$ cat src/rtl/seg7_pkg.sv
// Shared constants and helpers for the seven-segment scan driver.
// Segment patterns are active-high, bit order {g,f,e,d,c,b,a}.
package seg7_pkg;

  // All segments (including dp) dark, active-high.
  localparam logic [7:0] SEG_OFF = 8'h00;

  // Hex font, entry 15 first so HEX_SEG[n] selects digit n.
  localparam logic [15:0][6:0] HEX_SEG = {
    7'h71, 7'h79, 7'h5E, 7'h39,   // F E D C
    7'h7C, 7'h77, 7'h6F, 7'h7F,   // B A 9 8
    7'h07, 7'h7D, 7'h6D, 7'h66,   // 7 6 5 4
    7'h4F, 7'h5B, 7'h06, 7'h3F    // 3 2 1 0
  };

  // Clock cycles spent on each digit, never less than one.
  function automatic int tick_calc(input int clk_hz, input int refresh_hz, input int digits);
    int t;
    t = clk_hz / (refresh_hz * digits);
    if (t < 1) begin
      t = 1;
    end else begin
      t = t;
    end
    return t;
  endfunction

endpackage

$ cat src/rtl/seg7_decode.sv
// Combinational nibble/dp/dark to active-high segment pattern {dp,g..a}.
module seg7_decode
  import seg7_pkg::*;
(
  input  logic [3:0] nibble,
  input  logic       dp,
  input  logic       dark,
  output logic [7:0] seg
);

  // A dark digit turns every segment off, decimal point included.
  always_comb begin
    if (dark) begin
      seg = SEG_OFF;
    end else begin
      seg = {dp, HEX_SEG[nibble]};
    end
  end

endmodule

$ cat src/rtl/seg7_scan_driver.sv
// Time-multiplexed seven-segment driver: digit scanning, hex decode,
// leading-zero suppression, PWM dimming, dead time between digits and
// frame-synchronous shadow/active register commit.
module seg7_scan_driver
  import seg7_pkg::*;
#(
  parameter int DIGITS     = 4,
  parameter int CLK_HZ     = 100_000_000,
  parameter int REFRESH_HZ = 60,
  parameter int BRIGHT_W   = 4,
  parameter int ACTIVE_LOW = 1
) (
  input  logic                  clock,
  input  logic                  reset_n,
  input  logic                  load,
  input  logic [DIGITS*4-1:0]   hex_in,
  input  logic [DIGITS-1:0]     dp_in,
  input  logic [DIGITS-1:0]     blank_in,
  input  logic                  lz_en,
  input  logic [BRIGHT_W-1:0]   brightness,
  output logic                  busy,
  output logic                  frame_done,
  output logic [7:0]            seg_out,
  output logic [DIGITS-1:0]     anode_out
);

  localparam int TICK  = tick_calc(CLK_HZ, REFRESH_HZ, DIGITS);
  localparam int CNT_W = (TICK > 1) ? $clog2(TICK) : 1;
  localparam int IDX_W = (DIGITS > 1) ? $clog2(DIGITS) : 1;
  localparam logic [CNT_W-1:0]  CNT_LAST   = CNT_W'(TICK - 1);
  localparam logic [IDX_W-1:0]  IDX_LAST   = IDX_W'(DIGITS - 1);
  localparam logic [7:0]        SEG_IDLE   = (ACTIVE_LOW != 0) ? ~SEG_OFF : SEG_OFF;
  localparam logic [DIGITS-1:0] ANODE_IDLE = (ACTIVE_LOW != 0) ? {DIGITS{1'b1}} : {DIGITS{1'b0}};

  logic [CNT_W-1:0]    slot_cnt_r;
  logic [IDX_W-1:0]    digit_idx_r;
  logic [BRIGHT_W-1:0] pwm_cnt_r;
  logic                slot_end_s;
  logic                wrap_s;

  logic [DIGITS*4-1:0] sh_hex_r, act_hex_r;
  logic [DIGITS-1:0]   sh_dp_r, act_dp_r;
  logic [DIGITS-1:0]   sh_blank_r, act_blank_r;
  logic                sh_lz_r, act_lz_r;
  logic                busy_r, frame_done_r;

  logic [DIGITS-1:0]   suppress_s;
  logic                run_s;
  logic [3:0]          cur_nib_s;
  logic                cur_dp_s, cur_dark_s;
  logic [7:0]          seg_pat_s;
  logic                anode_en_s;
  logic [DIGITS-1:0]   anode_pat_s;

  assign slot_end_s = (slot_cnt_r == CNT_LAST);
  assign wrap_s     = slot_end_s && (digit_idx_r == IDX_LAST);
  assign busy       = busy_r;
  assign frame_done = frame_done_r;

  // Slot counter and digit index; index advances at the end of each slot.
  always_ff @(posedge clock or negedge reset_n) begin
    if (!reset_n) begin
      slot_cnt_r  <= {CNT_W{1'b0}};
      digit_idx_r <= {IDX_W{1'b0}};
    end else if (slot_end_s) begin
      slot_cnt_r <= {CNT_W{1'b0}};
      if (digit_idx_r == IDX_LAST) begin
        digit_idx_r <= {IDX_W{1'b0}};
      end else begin
        digit_idx_r <= digit_idx_r + IDX_W'(1);
      end
    end else begin
      slot_cnt_r <= slot_cnt_r + CNT_W'(1);
    end
  end

  // Free-running PWM phase counter.
  always_ff @(posedge clock or negedge reset_n) begin
    if (!reset_n) begin
      pwm_cnt_r <= {BRIGHT_W{1'b0}};
    end else begin
      pwm_cnt_r <= pwm_cnt_r + BRIGHT_W'(1);
    end
  end

  // Shadow capture and frame-boundary commit; a load on the boundary keeps busy set.
  always_ff @(posedge clock or negedge reset_n) begin
    if (!reset_n) begin
      sh_hex_r     <= {(DIGITS*4){1'b0}};
      sh_dp_r      <= {DIGITS{1'b0}};
      sh_blank_r   <= {DIGITS{1'b0}};
      sh_lz_r      <= 1'b0;
      act_hex_r    <= {(DIGITS*4){1'b0}};
      act_dp_r     <= {DIGITS{1'b0}};
      act_blank_r  <= {DIGITS{1'b1}};
      act_lz_r     <= 1'b0;
      busy_r       <= 1'b0;
      frame_done_r <= 1'b0;
    end else begin
      frame_done_r <= wrap_s;
      if (wrap_s && busy_r) begin
        act_hex_r   <= sh_hex_r;
        act_dp_r    <= sh_dp_r;
        act_blank_r <= sh_blank_r;
        act_lz_r    <= sh_lz_r;
      end
      if (load) begin
        sh_hex_r   <= hex_in;
        sh_dp_r    <= dp_in;
        sh_blank_r <= blank_in;
        sh_lz_r    <= lz_en;
        busy_r     <= 1'b1;
      end else if (wrap_s) begin
        busy_r <= 1'b0;
      end
    end
  end

  // Leading-zero suppression: walk down from the top digit until a nonzero nibble or dp.
  always_comb begin
    suppress_s = {DIGITS{1'b0}};
    run_s      = act_lz_r;
    for (int i = DIGITS - 1; i >= 1; i--) begin
      if (run_s && (act_hex_r[i*4 +: 4] == 4'h0) && !act_dp_r[i]) begin
        suppress_s[i] = 1'b1;
      end else begin
        run_s = 1'b0;
      end
    end
  end

  // Select the scanned digit's data and work out its anode enable.
  always_comb begin
    cur_nib_s   = act_hex_r[{digit_idx_r, 2'b00} +: 4];
    cur_dp_s    = act_dp_r[digit_idx_r];
    cur_dark_s  = act_blank_r[digit_idx_r] | suppress_s[digit_idx_r];
    anode_en_s  = (slot_cnt_r != {CNT_W{1'b0}}) &&
                  ((brightness == {BRIGHT_W{1'b1}}) || (pwm_cnt_r < brightness));
    anode_pat_s = {DIGITS{1'b0}};
    if (anode_en_s) begin
      anode_pat_s[digit_idx_r] = 1'b1;
    end else begin
      anode_pat_s = {DIGITS{1'b0}};
    end
  end

  seg7_decode u_decode (
    .nibble (cur_nib_s),
    .dp     (cur_dp_s),
    .dark   (cur_dark_s),
    .seg    (seg_pat_s)
  );

  // Registered pin drivers with board polarity applied.
  always_ff @(posedge clock or negedge reset_n) begin
    if (!reset_n) begin
      seg_out   <= SEG_IDLE;
      anode_out <= ANODE_IDLE;
    end else if (ACTIVE_LOW != 0) begin
      seg_out   <= ~seg_pat_s;
      anode_out <= ~anode_pat_s;
    end else begin
      seg_out   <= seg_pat_s;
      anode_out <= anode_pat_s;
    end
  end

endmodule
$ cat config.mk
export PLATFORM = sky130hd
export DESIGN_NAME = seg7_scan_driver
export DESIGN_NICKNAME = d
export VERILOG_FILES = /design/src/rtl/seg7_pkg.sv /design/src/rtl/seg7_decode.sv /design/src/rtl/seg7_scan_driver.sv
export SDC_FILE = /design/constraint.sdc
export NUM_CORES = 1
export LEC_CHECK = 0
export BUFFER_PORTS_ARGS = -buffer_cell sky130_fd_sc_hd__buf_2
export CORE_ASPECT_RATIO = 0.6
export CORE_MARGIN = 2
export CORE_UTILIZATION = 58
export DETAILED_ROUTE_END_ITERATION = 16
export PLACE_DENSITY_LB_ADDON = 0.1
export SLEW_MARGIN = 30
export SYNTH_ARGS = -nofsm -noshare
export SYNTH_HDL_FRONTEND = slang
export SYNTH_SLANG_ARGS = --single-unit
$ cat constraint.sdc
create_clock -name clock -period 2.9 [get_ports clock]
set_input_delay 0.29 -clock clock [delete_from_list [all_inputs] [get_ports clock]]
set_output_delay 0.29 -clock clock [all_outputs]
set_load 0.1 [all_outputs]
=== Word level (Yosys, flattened, before mapping) ===
Memory sizes are Yosys's and may differ from the RTL's.
Index checks and enable logic that the tools add are counted.

* Register bits after elaboration: 89
* Memory bits (read-only): 112
* Output and inout bits: 14
* Memories: 1

* $add $sub $neg: 3
* $lt $le $gt $ge: 4
* Equal/unequal tests: 3
* Shift-type cells: 1
* Multiplexer cells: 20
* Bitwise operators: 3
* Reductions and logical operators: 19

{| class="wikitable"
|+ Memory list
! name !! words !! width !! rd ports !! clocked after memory_dff !! write ports !! RTL line !! text
|-
| (no name shown) || 16 || 7 || 1 || 0 || 0 || seg7_decode.sv:16 || <nowiki>seg = {dp, HEX_SEG[nibble]};</nowiki>
|}

{| class="wikitable"
|+ Operator list
! operator !! number
|-
| $add 19x1->19 const B || 1
|-
| $eq 19x19->1 const B || 1
|-
| $mux 19 || 1
|-
| $reduce_bool 19->1 || 1
|-
| $shiftx 16x5->4 || 1
|-
| $logic_not 4->1 || 3
|-
| $mux 1 || 11
|-
| $logic_and 1x1->1 || 10
|-
| $mux 8 || 1
|-
| $not 8->8 || 1
|-
| $mux 7 || 1
|-
| $bmux 1 s2 || 3
|-
| $lt 4x5->1 const B || 1
|-
| $add 4x1->4 const B || 1
|-
| $eq 4x4->1 const B || 1
|-
| $lt 4x4->1 || 1
|-
| $mux 4 || 1
|-
| $not 4->4 || 1
|-
| $logic_not 1->1 || 3
|-
| $lt 2x3->1 const B || 1
|-
| $add 2x1->2 const B || 1
|-
| $demux 1 s2 || 1
|-
| $eq 2x2->1 const B || 1
|-
| $ge 2x1->1 const B || 1
|-
| 4 further kinds || 4
|}

=== Longest topological paths before layout ===
Gate-level depths: netlist of the first run.

* Word-level depth: 15
* Depth in mapped cells: 7
* Mapped depth without buffers: 6

=== Hierarchy ===
A second synthesis of the first run with hierarchy kept.

* Cell total of the unflattened synthesis: 324
* Area, all modules: 4196.5 µm²

{| class="wikitable"
|+ By module, submodules not included
! module !! times used !! cells an instance !! area each (µm²) !! sequential area each (µm²)
|-
| seg7_scan_driver || 1 || 287 || 3925.0 || 2247.2
|-
| seg7_decode || 1 || 37 || 271.5 || 0.0
|}

=== Worst setup path before layout of the first run ===
No wires, ideal clock.

* Path type: flip-flop to flip-flop
* From: register digit_idx_r[0]
* To: register seg_out[1]
* Library setup time: 107 ps
* Arrival time: 1889 ps
* Required time: 2793 ps
* Setup slack: 904 ps
* Stages on the path, launching flop included: 7
* Cell sequence: dfrtp_1 -> buf_2 -> mux4_2 -> inv_1 -> ha_1 -> o211ai_1 -> o211ai_1

* Longest elaborated chain between the ends: 5
* Elaborated cells between the ends (all ways): 10
* Classes of those cells: shift: 1; mux: 6; bitwise: 2; memory: 1

{| class="wikitable"
|+ Ends and longest elaborated chain
! what !! RTL line !! text
|-
| from (decl) || seg7_scan_driver.sv:36 || <nowiki>logic [IDX_W-1:0] digit_idx_r;</nowiki>
|-
| from (signal assigned) || seg7_scan_driver.sv:64 || <nowiki>digit_idx_r <= {IDX_W{1'b0}};</nowiki>
|-
| from (signal assigned) || seg7_scan_driver.sv:68 || <nowiki>digit_idx_r <= {IDX_W{1'b0}};</nowiki>
|-
| from (signal assigned) || seg7_scan_driver.sv:70 || <nowiki>digit_idx_r <= digit_idx_r + IDX_W'(1);</nowiki>
|-
| $shiftx 16x5->4 or $bmux 1 s2 (tied branches) || seg7_scan_driver.sv:134, seg7_scan_driver.sv:136 ||
|-
| $mem_v2 16x7 or $mux 1 (tied branches) || n/a ||
|-
| $mux 7 (not written as such) or $or 1x1->1 (tied branches) || seg7_decode.sv:16, seg7_scan_driver.sv:136 ||
|-
| $mux 8 * || seg7_decode.sv:13 || <nowiki>if (dark) begin</nowiki>
|-
| $not 8->8 * || seg7_scan_driver.sv:160 || <nowiki>seg_out <= ~seg_pat_s;</nowiki>
|-
| to (signal assigned) || seg7_scan_driver.sv:160 ||
|-
| to (signal assigned) || seg7_scan_driver.sv:163 || <nowiki>seg_out <= seg_pat_s;</nowiki>
|-
| to (decl) || seg7_scan_driver.sv:23 || <nowiki>output logic [7:0] seg_out,</nowiki>
|}

Mark *: on every way between the ends. The rest lies on a longest branch, timed or not. The select of a mux whose other input is x is not followed.
A chain may end at the register's enable or synchronous reset.

=== Final worst setup path of the first run ===
* From: register digit_idx_r[0]
* To: register seg_out[0]

The elaborated chain is that of the path after synthesis.

==> impl_metrics.env, run 1 <==
export IMPL_outcome="finished with violations"
export IMPL_violations="negative hold slack"
export IMPL_path_delay_family="flip-flops"
export IMPL_worstSetupStartpointType="register"
export IMPL_wl_per_cell_um=17.5
export IMPL_cts_hold_buffers=0
export IMPL_first_global_vias=2593
export IMPL_synth_flop_cell="dfrtp_1"
export IMPL_worstMarginPinSlew_ns=0.770
export IMPL_synthAdderAreaFrac_pct=4.78
export IMPL_synth_edf_count=0
export IMPL_crit_chain="mux4_2, ha_1, o32ai_1, o21ai_0"
export IMPL_syn2layout_area_growth_pct=15.3
export IMPL_ctsResizeCount=0
export IMPL_fill_cells=491
export IMPL_maxSlewViolCount=0
export IMPL_max_slew_margin_pct=48.7
export IMPL_yosysUniqueCellTypes=44
export IMPL_fin_crit_sh_pct=79.3
export IMPL_yosysWarningCount=0
export IMPL_cp_slowest_cell="dfrtp_1"
export IMPL_via_per_inst=5.85
export IMPL_vias=2661
export IMPL_io_buffers=45
export IMPL_hold_viol=3
export IMPL_initial_core_util_pct=61.4
export IMPL_hp_class="in2async"
export IMPL_synth_simple_area_share_pct=10.2
export IMPL_grt_setup_unrepaired="no"
export IMPL_ios=46
export IMPL_clock_latency_ns=0.34
export IMPL_pre_cts_slack_ns=0.640
export IMPL_holdWs_ns=-0.00562
export IMPL_syn_inst=315
export IMPL_crit_path_max_incr_delay_ns=0.76
export IMPL_core_um2=6820
export IMPL_grt_antenna_before_repair=0
export IMPL_dp_final_hpwl_um=5590
export IMPL_yosys_register_bits=89
export IMPL_cp_data_arrival_time_ns=2.53
export IMPL_grt_busiest_layer="met1"
export IMPL_post_route_drc_count=0
export IMPL_place_gp_congestion=0.879
export IMPL_grtUsageMet2_pct=30.4
export IMPL_grt_use_total_pct=22.4
export IMPL_seq_area_um2=2250
export IMPL_synth_area_leader_cell="dfrtp_1"
export IMPL_synthesis_area_um2=4190
export IMPL_max_cap_violations=0
export IMPL_finalNetCount=411
export IMPL_synth_most_common_cell="dfrtp_1"
export IMPL_clk_pin_slew_ns=0.07
export IMPL_period_needed_ns=2.30
export IMPL_postCtsSetupBuffers=0
export IMPL_die_h_um=69.8
export IMPL_die_x_um=114
export IMPL_met3_usage_pct=7.08
export IMPL_end_kind="register"
export IMPL_synth_top_family_by_area="multiplexers"
export IMPL_ir_drop_mv=0.521
export IMPL_htreeDepth=3
export IMPL_cts_root_buf="clkbuf_16"
export IMPL_cp_max_fo=15
export IMPL_routed_wl_um=7970
export IMPL_required_ns=3.13
export IMPL_cts_made_buffers=9
export IMPL_grt_pass1_wl_um=13500
export IMPL_clockBufferDepth=2
export IMPL_syn_area_per_cell_um2=13.3
export IMPL_synth_top_area_share_pct=43.6
export IMPL_drt_pre_antenna_iters=4
export IMPL_synth_area_leaders="dfrtp_1 44%, mux2_2 14%, dfstp_2 10%"
export IMPL_crit_type="reg2reg"
export IMPL_max_freq_mhz=435
export IMPL_power_density_nw_per_um2=568
export IMPL_yosys_mux_area_fraction_pct=19.9
export IMPL_synthTopCellsByCount="73 x dfrtp_1, 51 x mux2_2, 16 x dfstp_2, 16 x ha_1"
export IMPL_use_met1_pct=34.5
export IMPL_drive_gt1_share_pct=39.4
export IMPL_tns_ns=0
export IMPL_seq_area_frac_synth_pct=53.7
export IMPL_synth_nets=363
export IMPL_setup_violations=0
export IMPL_detail_route_antenna_nets=0
export IMPL_async_flop_share_pct=100
export IMPL_crit_buf_inv=0
export IMPL_grt_overflow_total=0
export IMPL_clock_sinks=89
export IMPL_setup_ws_ns=0.601
export IMPL_synth_xor_xnor_area_share_pct=4.39
export IMPL_rows=23
export IMPL_finClkSkew_ns=0.00451
export IMPL_grt_max_degree=90
export IMPL_antenna_cells=0
export IMPL_die_area_um2=7940
export IMPL_multi_input_area_um2=1830
export IMPL_drt_iter0_markers=172
export IMPL_synth_compound_gate_area_share_pct=4.27
export IMPL_p_leak_nw=2.20
export IMPL_cts_tree="yes"
==> metal layers <==
metal  share of wire, %  vias to the layer above
met5                  0                        -
met4               0.97                        0
met3                5.5                        6
met2                 41                       75
met1                 53                     1340
li1                   -                     1240
==> flip-flops by register name, summed over array words and instances (netlist names), 2 cells and up <==
| register | count |
|---|---|
| slot_cnt_r | 19 |
| act_hex_r | 16 |
| sh_hex_r | 16 |
| seg_out | 8 |
| act_blank_r | 4 |
| act_dp_r | 4 |
| anode_out | 4 |
| pwm_cnt_r | 4 |
| sh_blank_r | 4 |
| sh_dp_r | 4 |
| digit_idx_r | 2 |
==> report_power, final <==
| part | leakage (nW) | switching, mW | internal, mW |
|---|---|---|---|
| registers | 1.11 | 0.0200 | 1.28 |
| logic | 0.929 | 0.0506 | 0.0489 |
| clock network | 0.167 | 0.495 | 0.851 |
| total | 2.20 | 0.566 | 2.18 |
==> stage by stage <==
step / power (mW) / hold WS (ns) / instance area (µm²) / utilization [%] / std cells
2_1_floorplan: 1.36 / -0.00559 / 4190 / - / 315
3_3_place_gp: 1.42 / 0.467 / 4470 / 65.6 / 439
3_5_place_dp: 1.42 / 0.407 / 4480 / 65.7 / 439
4_1_cts: 2.77 / 0.0361 / 4830 / 70.8 / 455
5_1_grt: 2.84 / 0.0647 / 4830 / 70.8 / 455
6_report: 2.74 / -0.00562 / 4830 / 70.8 / 455
==> worst reg2reg max path, stage by stage (launching register included) <==
cell and delay [ns]:
dfrtp_1 0.76, mux4_2 0.66, ha_1 0.27, o32ai_1 0.36
o21ai_0 0.13
==> placed cells by master (no fill, tap or decap), drive strengths merged, types with 2 or more instances in the layout <==
master  count
ha         16
xor2        8
dfstp      16
mux2i       8
or4         3
nand3      14
o21ai       5
nand2b      2
dfrtp      73
and2        2
buf        47
mux4        7
bufinv      3
nand4       9
nor4        7
inv        16
nor3       11
a21o        2
nor2       13
clkbuf      9
o221ai      2
xnor2      13
o211ai      8
mux2       53
nand2       7
==> worst paths after layout <==
check,from,endpoint,slack [ns],cells after the start
setup / recovery,digit_idx_r[0],seg_out[0],0.60,4
hold / removal,reset_n,slot_cnt_r[2],-0.006,1
setup reg to reg,digit_idx_r[0],seg_out[0],0.60,4
hold reg to reg,pwm_cnt_r[0],pwm_cnt_r[0],0.48,1
max in group asynchronous,reset_n,slot_cnt_r[7],2.38,1
min in group clock,hex_in[1],sh_hex_r[1],0.18,2
==> cell families (layout without fill, tap and decap cells) <==
family                     count (synthesis)  in the layout
and+or+nand+nor                           74             74
AOI/OAI and AO/OA                         24             24
DFF                                       89             89
xor gates and xnor gates                  21             21
muxes                                     68             68
buffers and inverters                     23             76
adders and majority gates                 16             16
==> cell type report <==
class	count	share of cell area (%)
sequential	89	46.6
multi-input combinational	203	37.8
inverter	13	1.01
timing repair buffer	47	5.11
clock buffer	9	4.67
tap	87	2.26
clock inverter	7	2.57
Note: power is estimated with default switching activity, not from simulation.
==> inputs of run 2 (changes only) <==
ABC_AREA = 1   (was not set)
CORE_UTILIZATION = 53   (was 58)
clock period = 2.1 ns   (was 2.9 ns; I/O delays follow)
==> impl_metrics.env, run 2 <==
export IMPL_seq_power_share_pct=50.4
export IMPL_pwr_share_clk_pct=45.8
export IMPL_switching_share_pct=21.1
export IMPL_die_area_um2=8940
export IMPL_cts_made_buffers=9
export IMPL_outcome="finished, final reports clean"
export IMPL_crit_buf_inv=4
export IMPL_cp_data_arrival_time_ns=2.12
export IMPL_grtUsageMet2_pct=29.0
export IMPL_synth_nets=589
export IMPL_crit_path_max_incr_delay_ns=0.37
export IMPL_largest_register_ffs=19
export IMPL_post_route_drc_count=0
export IMPL_syn_area_per_cell_um2=8.01
export IMPL_top_register="slot_cnt_r"
export IMPL_io_buffers=45
export IMPL_grt_setup_unrepaired="no"
export IMPL_die_h_um=74.0
export IMPL_crit_type="reg2reg"
export IMPL_final_cells=705
export IMPL_postCtsSetupBuffers=0
export IMPL_worstSetupStartpointType="register"
export IMPL_required_ns=2.37
export IMPL_worstMarginPinSlew_ns=0.816
export IMPL_crit_chain="inv_1, buf_4, nand2_1, nand3_1, nand2_1, inv_1, ha_1, inv_1, a21oi_1, nand2_1, nand3_1"
export IMPL_met3_usage_pct=6.29
export IMPL_holdWs_ns=0.0695
export IMPL_fill_cells=674
export IMPL_via_per_inst=5.07
export IMPL_drt_pre_antenna_iters=5
export IMPL_vias=3577
export IMPL_clock_sinks=89
export IMPL_antenna_cells=0
export IMPL_finClkSkew_ns=0.00881
export IMPL_rows=25
export IMPL_syn2layout_area_growth_pct=15.9
export IMPL_synth_area_leaders="dfrtp_1 42%, nand2_1 18%, dfstp_2 9.7%"
export IMPL_detail_route_antenna_nets=0
export IMPL_place_gp_congestion=0.887
export IMPL_htreeDepth=3
export IMPL_die_x_um=121
export IMPL_clockBufferDepth=2
export IMPL_synth_flop_cell="dfrtp_1"
export IMPL_ctsResizeCount=0
export IMPL_layout_commonest_cell="nand2_1"
export IMPL_clock_latency_ns=0.34
export IMPL_finalNetCount=640
export IMPL_internal_power_mw=2.80
export IMPL_synthesis_area_um2=4330
export IMPL_p_sw_uw=749
export IMPL_cp_slowest_cell="dfrtp_1"
export IMPL_drive_gt1_share_pct=15.7
export IMPL_max_freq_mhz=540
export IMPL_max_slew_margin_pct=45.3
export IMPL_ios=46
export IMPL_syn_inst=541
export IMPL_tns_ns=0
export IMPL_mostFrequentLayoutCells="207 x nand2_1, 73 x dfrtp_1, 71 x nand3_1"
export IMPL_core_um2=7910
export IMPL_path_delay_family="buffers and inverters"
export IMPL_yosysWarningCount=0
export IMPL_dp_final_hpwl_um=6740
export IMPL_setup_ws_ns=0.247
export IMPL_cts_root_buf="clkbuf_16"
export IMPL_cp_max_fo=9
export IMPL_hold_viol=0
export IMPL_power_density_nw_per_um2=706
export IMPL_ir_drop_mv=0.406
export IMPL_cts_hold_buffers=1
export IMPL_p_leak_nw=2.65
export IMPL_routed_wl_um=9360
export IMPL_grt_antenna_before_repair=0
export IMPL_period_needed_ns=1.85
export IMPL_synth_edf_count=0
export IMPL_yosysUniqueCellTypes=25
export IMPL_synth_most_common_cell="nand2_1"
export IMPL_initial_core_util_pct=54.8
export IMPL_dp_cells=688
export IMPL_hp_class="in2reg"
export IMPL_end_kind="register"
export IMPL_cts_tree="yes"
export IMPL_grt_busiest_layer="met1"
export IMPL_maxSlewViolCount=0
export IMPL_wl_per_cell_um=13.3
export IMPL_setup_violations=0
export IMPL_fin_crit_sh_pct=88.2
export IMPL_first_global_vias=3146
export IMPL_grt_max_degree=60
export IMPL_largestRegisters="slot_cnt_r x19, act_hex_r x16, sh_hex_r x16"
export IMPL_synthTopCellsByCount="207 x nand2_1, 73 x dfrtp_1, 71 x nand3_1, 48 x inv_1, 40 x nor2_1"
export IMPL_max_cap_violations=0
export IMPL_synth_top_area_share_pct=42.2
export IMPL_drt_iter0_markers=253
export IMPL_grt_pass1_wl_um=15600
export IMPL_yosys_register_bits=89
export IMPL_grt_use_total_pct=23.0
export IMPL_seq_area_frac_synth_pct=51.9
export IMPL_pre_cts_slack_ns=0.273
export IMPL_comb_power_share_pct=3.9
export IMPL_async_flop_share_pct=100
export IMPL_use_met1_pct=37.7
export IMPL_synth_area_leader_cell="dfrtp_1"
export IMPL_clk_pin_slew_ns=0.06
export IMPL_grt_overflow_total=0
run 2: final timing paths:
kind | to | cells after the start | slack [ns] | from
min reg2reg | act_blank_r[2] | 2 | 0.47 | act_blank_r[2]
min in group asynchronous | slot_cnt_r[8] | 2 | 0.34 | reset_n
max in group asynchronous | act_blank_r[3] | 3 | 1.08 | reset_n
max | seg_out[0] | 11 | 0.25 | digit_idx_r[0]
min | sh_hex_r[11] | 3 | 0.07 | hex_in[11]
max reg2reg | seg_out[0] | 11 | 0.25 | digit_idx_r[0]
run 2: power groups by stage:
stage / Clock (mW) / Sequential, mW / Combinational (mW)
2_1_floorplan: 0 / 1.81 / 0.0542
3_3_place_gp: 0 / 1.81 / 0.134
3_5_place_dp: 0 / 1.81 / 0.140
5_1_grt: 1.74 / 1.79 / 0.161
6_report: 1.62 / 1.79 / 0.137
4_1_cts: 1.67 / 1.78 / 0.141
run 2: area by class of cell:
class                           count  area (µm²)  area share [%]
Clock buffer                       12         256            5.11
Clock inverter                      4        51.3            1.02
Inverter                           50         188            3.74
Multi-Input combinational cell    385        1810            36.0
Sequential cell                    89        2250            44.8
Tap cell                          108         135            2.69
Timing Repair Buffer               57         333            6.63
run 2: stage by stage:
stage                     util, %  total power [mW]  instance area, µm²
final                        63.4              3.54                5020
after detailed placement     59.4              1.95                4700
after global routing         63.4              3.69                5020
after floorplan                 -              1.87                4330
after CTS                    63.4              3.59                5020
after global placement       59.4              1.95                4700
run 2: tightest hold or removal path: stages:
cell	delay, ns
buf_2	0.07
nand2_1	0.04
nand2_1	0.05
run 2: logic make-up (layout without fill, tap and decap cells):
logic type | count (synthesis) | in the layout | synth area share (%)
AND/OR/NAND/NOR | 341 | 341 | 33.3
XOR/XNOR | 7 | 7 | 1.41
flip-flops | 89 | 89 | 51.9
AO/OA/AOI/OAI | 21 | 21 | 2.43
adder cells (fa/ha/maj) | 16 | 16 | 4.62
buffers and inverters | 67 | 123 | 6.38
run 2: layer usage:
metal / up-vias / part of all wire [%]
met5: - / 0
met4: 0 / 1.1
met3: 9 / 7.1
met2: 131 / 36
met1: 1634 / 56
li1: 1803 / -
